$ cat src/rtl/l1_l2_arbiter_if.sv
// l1_l2_arbiter_if: L1<->L2 request/response bundle; l1_side issues requests, l2_side answers them.
interface l1_l2_intf #(parameter int ADDR_W = 32);
    logic              l1_req_valid;
    logic [ADDR_W-1:0] l1_req_addr;
    logic              l1_req_op;
    logic [ADDR_W-1:0] l1_write_data;
    logic              l2_resp_valid;
    logic [ADDR_W-1:0] l2_resp_data;
    logic              l2_miss;
    modport l1_side (output l1_req_valid, l1_req_addr, l1_req_op, l1_write_data,
                     input  l2_resp_valid, l2_resp_data, l2_miss);
    modport l2_side (input  l1_req_valid, l1_req_addr, l1_req_op, l1_write_data,
                     output l2_resp_valid, l2_resp_data, l2_miss);
endinterface

$ cat src/rtl/l1_l2_arbiter.sv
// l1_l2_arbiter: round-robin arbiter sharing one L2 port between two L1 requesters, with optional timeout.
module l1_l2_arbiter #(
    parameter int TIMEOUT_CYCLES = 256,
    parameter int ADDR_W = 32
) (
    input  logic clk,
    input  logic rst,
    l1_l2_intf.l2_side req0,
    l1_l2_intf.l2_side req1,
    l1_l2_intf.l1_side l2,
    output logic busy,
    output logic grant_id,
    output logic timeout_err
);
    localparam int CW = TIMEOUT_CYCLES > 1 ? $clog2(TIMEOUT_CYCLES) : 1;
    localparam logic [CW-1:0] TMAX = CW'(TIMEOUT_CYCLES > 0 ? TIMEOUT_CYCLES - 1 : 0);
    typedef enum logic [1:0] {IDLE, WAIT, DONE} state_t;
    state_t state, state_n;
    logic rr, sel, any, in_wait, tmo, fire, fire0, fire1;
    logic [CW-1:0] cnt;
    logic [ADDR_W-1:0] addr_q, wdata_q, rdata;
    logic op_q;
    always_ff @(posedge clk) begin
        if (rst) state <= IDLE;
        else state <= state_n;
    end
    // Outputs are gated with rst so the bus is quiet during the reset cycle itself.
    always_comb begin
        any = req0.l1_req_valid || req1.l1_req_valid;
        sel = rr ? req1.l1_req_valid : !req0.l1_req_valid;
        in_wait = state == WAIT && !rst;
        tmo = TIMEOUT_CYCLES != 0 && cnt == TMAX && !l2.l2_resp_valid;
        fire = in_wait && (l2.l2_resp_valid || tmo);
        fire0 = fire && !grant_id;
        fire1 = fire && grant_id;
        rdata = tmo ? '0 : l2.l2_resp_data;
        state_n = state == IDLE ? (any ? WAIT : IDLE) : state == WAIT ? (fire ? DONE : WAIT) : IDLE;
        l2.l1_req_valid = in_wait;
        l2.l1_req_addr = in_wait ? addr_q : '0;
        l2.l1_req_op = in_wait && op_q;
        l2.l1_write_data = in_wait ? wdata_q : '0;
        req0.l2_resp_valid = fire0;
        req0.l2_resp_data = fire0 ? rdata : '0;
        req0.l2_miss = fire0 && (tmo || l2.l2_miss);
        req1.l2_resp_valid = fire1;
        req1.l2_resp_data = fire1 ? rdata : '0;
        req1.l2_miss = fire1 && (tmo || l2.l2_miss);
        busy = state != IDLE;
    end
    always_ff @(posedge clk) begin
        if (rst) begin
            rr <= 1'b0;
            grant_id <= 1'b0;
            timeout_err <= 1'b0;
            cnt <= '0;
            addr_q <= '0;
            op_q <= 1'b0;
            wdata_q <= '0;
        end else begin
            if (state == IDLE && any) begin
                grant_id <= sel;
                rr <= !sel;
                addr_q <= sel ? req1.l1_req_addr : req0.l1_req_addr;
                op_q <= sel ? req1.l1_req_op : req0.l1_req_op;
                wdata_q <= sel ? req1.l1_write_data : req0.l1_write_data;
                cnt <= '0;
            end else if (state == WAIT && TIMEOUT_CYCLES != 0) cnt <= cnt + 1'b1;
            if (fire && tmo) timeout_err <= 1'b1;
        end
    end
endmodule

$ cat src/flat_wrapper.sv
// flat-port wrapper written by rule: the top's interface ports become plain ports
module l1_l2_arbiter_flat 
#(
    parameter int TIMEOUT_CYCLES = 256,
    parameter int ADDR_W = 32
)
  (clk, rst, busy, grant_id, timeout_err, req0_l1_req_valid, req0_l1_req_addr, req0_l1_req_op, req0_l1_write_data, req0_l2_resp_valid, req0_l2_resp_data, req0_l2_miss, req1_l1_req_valid, req1_l1_req_addr, req1_l1_req_op, req1_l1_write_data, req1_l2_resp_valid, req1_l2_resp_data, req1_l2_miss, l2_l1_req_valid, l2_l1_req_addr, l2_l1_req_op, l2_l1_write_data, l2_l2_resp_valid, l2_l2_resp_data, l2_l2_miss);
  l1_l2_intf #(.ADDR_W(ADDR_W)) req0_i ();
  l1_l2_intf #(.ADDR_W(ADDR_W)) req1_i ();
  l1_l2_intf #(.ADDR_W(ADDR_W)) l2_i ();
  input  logic clk;
  input  logic rst;
  output logic busy;
  output logic grant_id;
  output logic timeout_err;
  input wire logic [$bits(req0_i.l1_req_valid)-1:0] req0_l1_req_valid;
  input wire logic [$bits(req0_i.l1_req_addr)-1:0] req0_l1_req_addr;
  input wire logic [$bits(req0_i.l1_req_op)-1:0] req0_l1_req_op;
  input wire logic [$bits(req0_i.l1_write_data)-1:0] req0_l1_write_data;
  output wire logic [$bits(req0_i.l2_resp_valid)-1:0] req0_l2_resp_valid;
  output wire logic [$bits(req0_i.l2_resp_data)-1:0] req0_l2_resp_data;
  output wire logic [$bits(req0_i.l2_miss)-1:0] req0_l2_miss;
  input wire logic [$bits(req1_i.l1_req_valid)-1:0] req1_l1_req_valid;
  input wire logic [$bits(req1_i.l1_req_addr)-1:0] req1_l1_req_addr;
  input wire logic [$bits(req1_i.l1_req_op)-1:0] req1_l1_req_op;
  input wire logic [$bits(req1_i.l1_write_data)-1:0] req1_l1_write_data;
  output wire logic [$bits(req1_i.l2_resp_valid)-1:0] req1_l2_resp_valid;
  output wire logic [$bits(req1_i.l2_resp_data)-1:0] req1_l2_resp_data;
  output wire logic [$bits(req1_i.l2_miss)-1:0] req1_l2_miss;
  output wire logic [$bits(l2_i.l1_req_valid)-1:0] l2_l1_req_valid;
  output wire logic [$bits(l2_i.l1_req_addr)-1:0] l2_l1_req_addr;
  output wire logic [$bits(l2_i.l1_req_op)-1:0] l2_l1_req_op;
  output wire logic [$bits(l2_i.l1_write_data)-1:0] l2_l1_write_data;
  input wire logic [$bits(l2_i.l2_resp_valid)-1:0] l2_l2_resp_valid;
  input wire logic [$bits(l2_i.l2_resp_data)-1:0] l2_l2_resp_data;
  input wire logic [$bits(l2_i.l2_miss)-1:0] l2_l2_miss;
  assign req0_i.l1_req_valid = req0_l1_req_valid;
  assign req0_i.l1_req_addr = req0_l1_req_addr;
  assign req0_i.l1_req_op = req0_l1_req_op;
  assign req0_i.l1_write_data = req0_l1_write_data;
  assign req0_l2_resp_valid = req0_i.l2_resp_valid;
  assign req0_l2_resp_data = req0_i.l2_resp_data;
  assign req0_l2_miss = req0_i.l2_miss;
  assign req1_i.l1_req_valid = req1_l1_req_valid;
  assign req1_i.l1_req_addr = req1_l1_req_addr;
  assign req1_i.l1_req_op = req1_l1_req_op;
  assign req1_i.l1_write_data = req1_l1_write_data;
  assign req1_l2_resp_valid = req1_i.l2_resp_valid;
  assign req1_l2_resp_data = req1_i.l2_resp_data;
  assign req1_l2_miss = req1_i.l2_miss;
  assign l2_l1_req_valid = l2_i.l1_req_valid;
  assign l2_l1_req_addr = l2_i.l1_req_addr;
  assign l2_l1_req_op = l2_i.l1_req_op;
  assign l2_l1_write_data = l2_i.l1_write_data;
  assign l2_i.l2_resp_valid = l2_l2_resp_valid;
  assign l2_i.l2_resp_data = l2_l2_resp_data;
  assign l2_i.l2_miss = l2_l2_miss;
  l1_l2_arbiter #(.TIMEOUT_CYCLES(TIMEOUT_CYCLES), .ADDR_W(ADDR_W)) u_core (.clk(clk), .rst(rst), .req0(req0_i), .req1(req1_i), .l2(l2_i), .busy(busy), .grant_id(grant_id), .timeout_err(timeout_err));
endmodule
$ cat config.mk
export PLATFORM = sky130hd
export DESIGN_NAME = l1_l2_arbiter_flat
export DESIGN_NICKNAME = d
export VERILOG_FILES = /design/src/rtl/l1_l2_arbiter_if.sv /design/src/rtl/l1_l2_arbiter.sv /design/src/flat_wrapper.sv
export SDC_FILE = /design/constraint.sdc
export NUM_CORES = 1
export LEC_CHECK = 0
export ABC_CLOCK_PERIOD_IN_PS = 2200
export CELL_PAD_IN_SITES_DETAIL_PLACEMENT = 1
export CELL_PAD_IN_SITES_GLOBAL_PLACEMENT = 1
export CORE_MARGIN = 3
export CORE_UTILIZATION = 24
export DETAILED_ROUTE_END_ITERATION = 10
export GPL_ROUTABILITY_DRIVEN = 0
export HOLD_SLACK_MARGIN = 0.1
export PLACE_DENSITY = 0.92
export SYNTH_ARGS = -nofsm -noshare
export SYNTH_HDL_FRONTEND = slang
export SYNTH_SLANG_ARGS = --single-unit
$ cat constraint.sdc
create_clock -name clk -period 2.2 [get_ports clk]
set_input_delay 0.66 -clock clk [delete_from_list [all_inputs] [get_ports clk]]
set_output_delay 0.66 -clock clk [all_outputs]
set_load 0.1 [all_outputs]
==> results.yml, run 1 <==
outcome:
  status: "finished with violations"
  violations: "setup timing"
global_route:
  grt_max_degree: 67
  antenna_found_initial: 1
  grt_overflow: 0
  grt_pass1_wl_um: 41200
  track_usage: 0.247
  first_global_vias: 6773
clocking:
  clock-sinks: 78
  cts_buffers: 9
  clk_path_buf_depth: 2
  tritoncts: "done"
  insertion_delay_ns: 0.34
  clkTransAtPathRegs_ns: 0.07
  ctsRootBufferMaster: "clkbuf_16"
  hold_buffers: 0
  htreeDepth: 3
critical_path:
  crit_path_end_kind: "output port"
  required_ns: 1.54
  max_stage_delay_ns: 0.32
  critical_path_class: "register to output port"
  r2r_start: "u_core.state[1]$_SDFF_PP0_"
  crit_start: "u_core.state[1]$_SDFF_PP0_"
  rrSetupSlack_ns: 0.59
  crit_path_cell_trace: "and2b_4, nor4b_4, buf_4, clkbuf_16, and2_4, buf_12"
  setup.worst_path.end: "req0_l2_resp_data[12]"
  r2r_cells: 4
  cp_num_buf_inv: 3
  path_max_fanout: 8
  crit_cells: 6
  critical_path.slowest_cell: "dfxtp_2"
  critPathTopFamily: "simple AND/OR/NAND/NOR gates"
  cp-start-kind: "register"
  critical_path_arrival_ns: 1.88
  timing.rr.end: "u_core.cnt[3]$_SDFFE_PP0N_"
die:
  rows: 50
  fp.dieArea_um2: 21000
  dieWidth_um: 145
  fp.coreArea_um2: 18800
  dieHeight_um: 145
  ios: 305
  initial_core_util: 0.246
logic_synthesis:
  yosys.area.top_type: "dfxtp_1"
  syn_area_um2: 4630
  ys.flop_type: "dfxtp_1"
  seq_area_frac_synth: 0.337
  yosysWarnings: 0
  netlist_instances: 600
  synth_edf_count: 0
  netlist_top_cells_count: "and2_1, dfxtp_1, a21oi_1"
  synth_top_area_frac: 0.337
  synth_most_common_cell: "and2_1"
  synth_area_per_cell_um2: 7.72
  synth.area.top_cells: "dfxtp_1, and2_1, a311oi_1"
  synth-seq-cells: 78
  synthesis.nets: 769
  synth_cell_type_count: 41
  ys_async_sr_fraction: 0
route:
  routed_via_density: 5.40
  routed_wl_um: 28400
  wire_per_inst_um: 24.2
  drtIter0Drc: 291
  drtPass1Iterations: 4
  vias: 6330
  drcViolationCount: 0
  ant_nets: 0
timing:
  tightestPinTransition_ns: 0.808
  rsz0062_at_grt: "yes"
  fin_crit_ns: 2.54
  fin_skew_ns: 0.0100
  setup_viol: 134
  hold_violations: 0
  post-route-period-util: 1.15
  drv_slew: 0
  max-slew-margin-rel: 0.461
  tns_ns: -30.27
  setup_slack_ns: -0.340
  hold_slack_ns: 0.502
  max_freq_mhz: 394
flow_run:
  cap_violations: 0
final_layout:
  num-fill-cells: 1919
  layout.nets: 1076
  multi_input_area_um2: 3180
  regArea_um2: 1580
  syn_to_final_growth_pct: 133
  layout-drive-gt1-share: 0.414
  fin_area_um2: 10800
power_and_ir_drop:
  leakage_nw: 4.12
  powerDensity_nw_per_um2: 542
  ir_worst_vdd_mv: 0.410
placement:
  dpl.hpwl_um: 19200
  post_dp_cell_area_um2: 9920
  port_buffers: 304
  place_ws_ns: -0.768
hold_path:
  hp-class: "register to register"
-- sequential cells by signal (all words and copies together) (netlist names) --
signal              count
u_core.addr_q          32
u_core.wdata_q         32
u_core.state            2
u_core.rr               1
u_core.cnt              8
u_core.grant_id         1
u_core.op_q             1
u_core.timeout_err      1
-- worst register-to-register path, cell delays in order (launching register included) --
cell and delay, ns:
dfxtp_2 0.32, buf_4 0.14, nand4b_1 0.35, or3_1 0.46, a21oi_1 0.23
-- timing repair --
| action | 4_1_cts | 5_1_grt |
|---|---|---|
| resized for setup | 28 | 39 |
| buffers inserted | 13 | 8 |
| setup endpoints to repair | 134 | 134 |
| pin swaps | 10 | 46 |
| endpoints found under the hold margin | 0 | 0 |
| cloned | 5 | 4 |
-- metal layers --
layer,vias up,track usage,wire length (um)
li1,2812,-,-
met4,0,0.114,1500
met2,332,0.469,15400
met1,3101,0.256,9830
met5,-,0,0
met3,85,0.0559,1730
-- stage by stage --
step | cells | util | power [mW]
after floorplan | 600 | - | 2.99
after global placement | 1129 | 0.527 | 3.94
after detailed placement | 1129 | 0.527 | 4.03
after CTS | 1163 | 0.562 | 5.83
after global routing | 1173 | 0.573 | 6.06
final | 1173 | 0.573 | 5.85
-- power by group --
part	switching (mW)	total (mW)	leakage (nW)	internal, mW
combinational	1.36	2.44	3.30	1.08
clock	0.636	1.69	0.166	1.06
sequential	0.122	1.71	0.651	1.59
-- final cells by class --
type	instances	area share
timing repair buffer	364	0.491
multi-input combinational	447	0.295
sequential	78	0.147
tap	260	0.0302
clock buffer	11	0.0234
clock inverter	5	0.00742
inverter	6	0.00476
timing repair inverter	1	0.00151
antenna	1	0.000232
-- layout by cell type (no fill, tap or decap), types with 2 or more instances in the layout --
master / synthesis / routed
clkdlybuf4s50_1: 0 / 165
buf_12: 0 / 160
and2_4: 0 / 129
a21oi_1: 71 / 71
dfxtp_1: 78 / 70
nand3_1: 66 / 66
a311oi_1: 65 / 65
o21ai_0: 61 / 61
buf_4: 3 / 25
clkbuf_16: 0 / 13
o21ai_1: 10 / 10
buf_6: 0 / 6
nor2_1: 8 / 5
nor2_4: 0 / 4
or3_1: 4 / 4
dfxtp_4: 0 / 4
dfxtp_2: 0 / 4
nand4_1: 3 / 3
clkinv_8: 0 / 2
and4_4: 0 / 2
nor3_4: 0 / 2
nand2b_2: 0 / 2
nand2_1: 3 / 2
inv_1: 4 / 2
xnor2_1: 2 / 2
bufinv_16: 0 / 2
clkbuf_8: 0 / 2
buf_16: 0 / 2
buf_8: 0 / 2
-- worst min path at each step --
stage,start,to,slack (ns),cells after the start
4_1_cts,u_core.timeout_err$_SDFFE_PP0P_,u_core.timeout_err$_SDFFE_PP0P_,0.48,1
2_1_floorplan,u_core.cnt[5]$_SDFFE_PP0N_,u_core.cnt[5]$_SDFFE_PP0N_,0.47,2
5_1_grt,u_core.timeout_err$_SDFFE_PP0P_,u_core.timeout_err$_SDFFE_PP0P_,0.52,1
3_5_place_dp,u_core.timeout_err$_SDFFE_PP0P_,u_core.timeout_err$_SDFFE_PP0P_,0.46,1
3_3_place_gp,u_core.timeout_err$_SDFFE_PP0P_,u_core.timeout_err$_SDFFE_PP0P_,0.45,1
6_report,u_core.timeout_err$_SDFFE_PP0P_,u_core.timeout_err$_SDFFE_PP0P_,0.50,1
-- cell families (layout without fill, tap and decap cells) --
| kind of cell | Yosys count | after routing | synth area share |
|---|---|---|---|
| compound gates | 213 | 213 | 0.288 |
| xor+xnor | 2 | 2 | 0.00378 |
| fa+ha+maj | 1 | 1 | 0.00270 |
| buf+inv | 75 | 387 | 0.0721 |
| flops | 78 | 78 | 0.337 |
| mux | 1 | 1 | 0.00216 |
| other cells | 0 | 1 | 0 |
| simple gates | 230 | 230 | 0.294 |
Power figures use the tool's default switching activity.
==> inputs of run 2 (changes only) <==
- GPL_ROUTABILITY_DRIVEN: 0 -> unset
- PLACE_DENSITY: 0.92 -> unset
- PLACE_DENSITY_LB_ADDON: unset -> 0.15
==> results.yml, run 2 (synthesized netlist as in run 1, its figures left out) <==
clocking:
  clk_path_buf_depth: 2
  tritoncts: "done"
  clock-sinks: 78
  htreeDepth: 3
  hold_buffers: 0
  insertion_delay_ns: 0.34
  cts_buffers: 9
  clkTransAtPathRegs_ns: 0.06
  ctsRootBufferMaster: "clkbuf_16"
timing:
  max-slew-margin-rel: 0.703
  setup_slack_ns: -0.246
  rsz0062_at_grt: "yes"
  max_freq_mhz: 409
  hold_slack_ns: 0.509
  fin_skew_ns: 0.0101
  fin_crit_ns: 2.45
  post-route-period-util: 1.11
  tightestPinTransition_ns: 0.446
  hold_violations: 0
  setup_viol: 134
  drv_slew: 0
final_layout:
  final_util: 0.561
  layout.nets: 1067
  layout_commonest_cell: "clkdlybuf4s50_1"
  reg.largest.list: "u_core.addr_q (32), u_core.wdata_q (32), u_core.cnt (8)"
  layout-drive-gt1-share: 0.405
  syn_to_final_growth_pct: 128
  final_cell_mix: "clkdlybuf4s50_1, buf_12, and2_4"
  fin_area_um2: 10600
power_and_ir_drop:
  powerDensity_nw_per_um2: 546
  p_sw_mw: 2.05
  leakage_nw: 4.03
  ir_worst_vdd_mv: 0.375
  power_frac_clock: 0.301
  sw_frac_of_total: 0.355
  p_int_mw: 3.72
  p_comb_frac: 0.404
  sequentialPowerShare: 0.294
route:
  drtIter0Drc: 277
  routed_wl_um: 25700
  wire_per_inst_um: 22.1
  drcViolationCount: 0
  vias: 5996
  routed_via_density: 5.15
  drtPass1Iterations: 5
  ant_nets: 0
placement:
  dpl.hpwl_um: 18000
  post_dp_cell_area_um2: 9920
  port_buffers: 304
  gp_congestion: 0.860
global_route:
  first_global_vias: 6331
  antenna_found_initial: 2
  track_usage: 0.228
  grt_overflow: 0
  grt_pass1_wl_um: 38700
  grt_max_degree: 53
die:
  fp.coreArea_um2: 18800
  rows: 50
  initial_core_util: 0.246
  dieWidth_um: 145
  fp.dieArea_um2: 21000
  dieHeight_um: 145
  ios: 305
critical_path:
  critical_path_class: "register to output port"
  critical_path_arrival_ns: 1.79
  required_ns: 1.54
  path_max_fanout: 16
  cp-start-kind: "register"
  crit_path_end_kind: "output port"
hold_path:
  hp-class: "register to register"
flow_run:
  cap_violations: 0
outcome:
  status: "finished with violations"
  violations: "setup timing"
==> run 2: cell types whose count changed in the layout (fill, tap and decap cells not counted), sizes merged <==
| cell | delta |
|---|---|
| buf | -8 |
| bufinv | +1 |
| clkbuf | -1 |
| clkdlybuf4s50 | -1 |
| clkinv | -3 |
| clkinvlp | +2 |
| dlygate4sd2 | +1 |
==> run 2: routing by layer <==
layer	global-route usage	wire length [um]
met1	0.263	9870
met2	0.406	13200
met4	0.0584	418
met5	0	13
met3	0.0771	2150
==> run 2: layout make-up <==
| cell class | instances | area, um2 |
|---|---|---|
| Inverter | 6 | 46.3 |
| Clock inverter | 6 | 110 |
| Fill cell | 1992 | 8260 |
| Timing Repair Buffer | 356 | 5140 |
| Tap cell | 260 | 325 |
| Sequential cell | 78 | 1580 |
| Clock buffer | 10 | 229 |
| Antenna cell | 1 | 2.50 |
| Multi-Input combinational cell | 447 | 3140 |
==> run 2: worst max-delay path, stage by stage, from the launching register on <==
cell	delay (ns)
dfxtp_2	0.33
and2b_2	0.24
buf_4	0.16
nand2_4	0.10
inv_8	0.07
buf_12	0.15
and2_2	0.22
buf_12	0.17
==> run 2: repair_timing <==
item                       in CTS  in global routing
gates resized for setup        29                  5
setup buffers                   7                  3
setup endpoints to repair     134                134
pin swaps                      12                  5
gates cloned                    2                  5
==> run 2: stage by stage <==
step	setup WS [ns]	instances	power, mW	TNS (ns)
2_1_floorplan	-0.275	600	2.99	-1.28
3_3_place_gp	-0.731	1130	3.94	-52.83
3_5_place_dp	-0.787	1130	3.99	-57.92
4_1_cts	-0.246	1155	5.77	-27.50
5_1_grt	-0.308	1164	6.01	-34.38
6_report	-0.246	1164	5.77	-27.27
==> run 2: power groups by stage <==
stage	Combinational, mW	Clock, mW	Sequential (mW)
2_1_floorplan	1.28	0	1.71
3_3_place_gp	2.22	0	1.71
3_5_place_dp	2.27	0	1.72
4_1_cts	2.30	1.77	1.70
5_1_grt	2.47	1.83	1.72
6_report	2.33	1.74	1.70
==> run 2: worst paths after layout <==
kind                            slack, ns                            start  cells past startpoint                              end
worst max-delay path                -0.25       u_core.state[1]$_SDFF_PP0_                      7             l2_l1_write_data[31]
worst min-delay path                 0.51  u_core.timeout_err$_SDFFE_PP0P_                      1  u_core.timeout_err$_SDFFE_PP0P_
worst max register to register       0.62       u_core.state[1]$_SDFF_PP0_                      5    u_core.addr_q[3]$_SDFFE_PP0P_
worst min register to register       0.51  u_core.timeout_err$_SDFFE_PP0P_                      1  u_core.timeout_err$_SDFFE_PP0P_
==> inputs of run 3 (changes only) <==
- CTS_BUF_LIST: unset -> sky130_fd_sc_hd__clkbuf_16
==> results.yml, run 3 (synthesized netlist as in run 1, its figures left out) <==
outcome:
  status: "finished with violations"
  violations: "setup timing"
route:
  wire_per_inst_um: 22.1
  drtPass1Iterations: 6
  routed_via_density: 5.16
  ant_nets: 0
  drcViolationCount: 0
  drtIter0Drc: 280
  vias: 6010
  routed_wl_um: 25700
placement:
  dpl.cell_count: 1130
  post_dp_cell_area_um2: 9920
  dpl.hpwl_um: 18000
  port_buffers: 304
  gp_congestion: 0.860
timing:
  fin_skew_ns: 0.0100
  hold_slack_ns: 0.509
  fin_crit_ns: 2.45
  rsz0062_at_grt: "yes"
  setup_viol: 134
  post-route-period-util: 1.11
  hold_violations: 0
  setup_slack_ns: -0.246
  drv_slew: 0
  tightestPinTransition_ns: 0.446
  max-slew-margin-rel: 0.703
  max_freq_mhz: 409
final_layout:
  finalNonFillerCells: 1164
  syn_to_final_growth_pct: 128
  fin_area_um2: 10600
  final_cell_mix: "clkdlybuf4s50_1, buf_12, and2_4"
  regArea_um2: 1580
  layout.nets: 1067
  layout-drive-gt1-share: 0.405
  reg.largest.list: "u_core.addr_q (32), u_core.wdata_q (32), u_core.cnt (8)"
  multi_input_area_um2: 3140
  layout_commonest_cell: "clkdlybuf4s50_1"
  num-fill-cells: 1992
  final_util: 0.561
clocking:
  htreeDepth: 3
  cts_buffers: 9
  insertion_delay_ns: 0.34
  tritoncts: "done"
  clkTransAtPathRegs_ns: 0.06
  hold_buffers: 0
  clock-sinks: 78
  clk_path_buf_depth: 2
  ctsRootBufferMaster: "clkbuf_16"
critical_path:
  crit_path_cell_trace: "and2b_2, buf_4, nand2_4, inv_8, buf_12, and2_2, buf_12"
  cp-start-kind: "register"
  max_stage_delay_ns: 0.33
  crit_path_frequent_cell: "buf_12"
  critical_path.slowest_cell: "dfxtp_2"
  rrSetupSlack_ns: 0.62
  critical_path_arrival_ns: 1.79
  path_max_fanout: 16
  required_ns: 1.54
  critical_path_class: "register to output port"
  crit_path_end_kind: "output port"
global_route:
  grt_overflow: 0
  track_usage: 0.228
  first_global_vias: 6331
  grt_max_degree: 53
  antenna_found_initial: 2
  grt_pass1_wl_um: 38700
die:
  fp.coreArea_um2: 18800
  dieHeight_um: 145
  dieWidth_um: 145
  initial_core_util: 0.246
  ios: 305
  fp.dieArea_um2: 21000
  rows: 50
power_and_ir_drop:
  ir_worst_vdd_mv: 0.375
  powerDensity_nw_per_um2: 545
  total_power_mw: 5.76
  leakage_nw: 4.03
flow_run:
  cap_violations: 0
hold_path:
  hp-class: "register to register"
[run 3: cell count changes in the layout (fill, tap and decap cells not counted)]
cell	previous run	this run
inv_1	2	3
clkbuf_1	1	0
[run 3: layer usage]
| layer | vias up | GRT usage | part of all wire |
|---|---|---|---|
| li1 | 2788 | - | - |
| met1 | 2926 | 0.263 | 0.38 |
| met2 | 268 | 0.406 | 0.52 |
| met3 | 26 | 0.0771 | 0.083 |
| met4 | 2 | 0.0584 | 0.016 |
| met5 | - | 0 | 0.00051 |
[run 3: repair_timing]
item | in CTS | in global routing
buffers inserted | 7 | 3
endpoints found under the hold margin | 0 | 0
pin swaps | 12 | 5
resized for setup | 29 | 5
gates cloned | 2 | 5
setup endpoints to repair | 134 | 134
[run 3: worst paths after layout]
path         cells past startpoint                               to                            start
max                              7             l2_l1_write_data[31]       u_core.state[1]$_SDFF_PP0_
min                              1  u_core.timeout_err$_SDFFE_PP0P_  u_core.timeout_err$_SDFFE_PP0P_
max reg2reg                      5    u_core.addr_q[3]$_SDFFE_PP0P_       u_core.state[1]$_SDFF_PP0_
min reg2reg                      1  u_core.timeout_err$_SDFFE_PP0P_  u_core.timeout_err$_SDFFE_PP0P_
[run 3: metrics by stage]
stage | TNS (ns) | worst slack, ns
after floorplan | -1.28 | -0.275
after global placement | -52.83 | -0.731
after detailed placement | -57.92 | -0.787
after CTS | -27.50 | -0.246
after global routing | -34.38 | -0.308
final | -27.29 | -0.246
[run 3: power by group]
group / switching (mW) / internal (mW)
sequential: 0.107 / 1.59
clock: 0.630 / 1.10
combinational: 1.31 / 1.02
total: 2.05 / 3.71
[run 3: critical path, delay by kind of cell, from the launching register on]
family	cells	cell delay, ns
buffers and inverters	4	0.55
AND/OR/NAND/NOR	3	0.56
flip-flops	1	0.33
[run 3: cell type report]
class | instances | area share
antenna | 1 | 0.000237
clock buffer | 9 | 0.0213
clock inverter | 7 | 0.0108
inverter | 6 | 0.00438
multi-input combinational | 447 | 0.297
sequential | 78 | 0.149
tap | 260 | 0.0308
timing repair buffer | 356 | 0.486
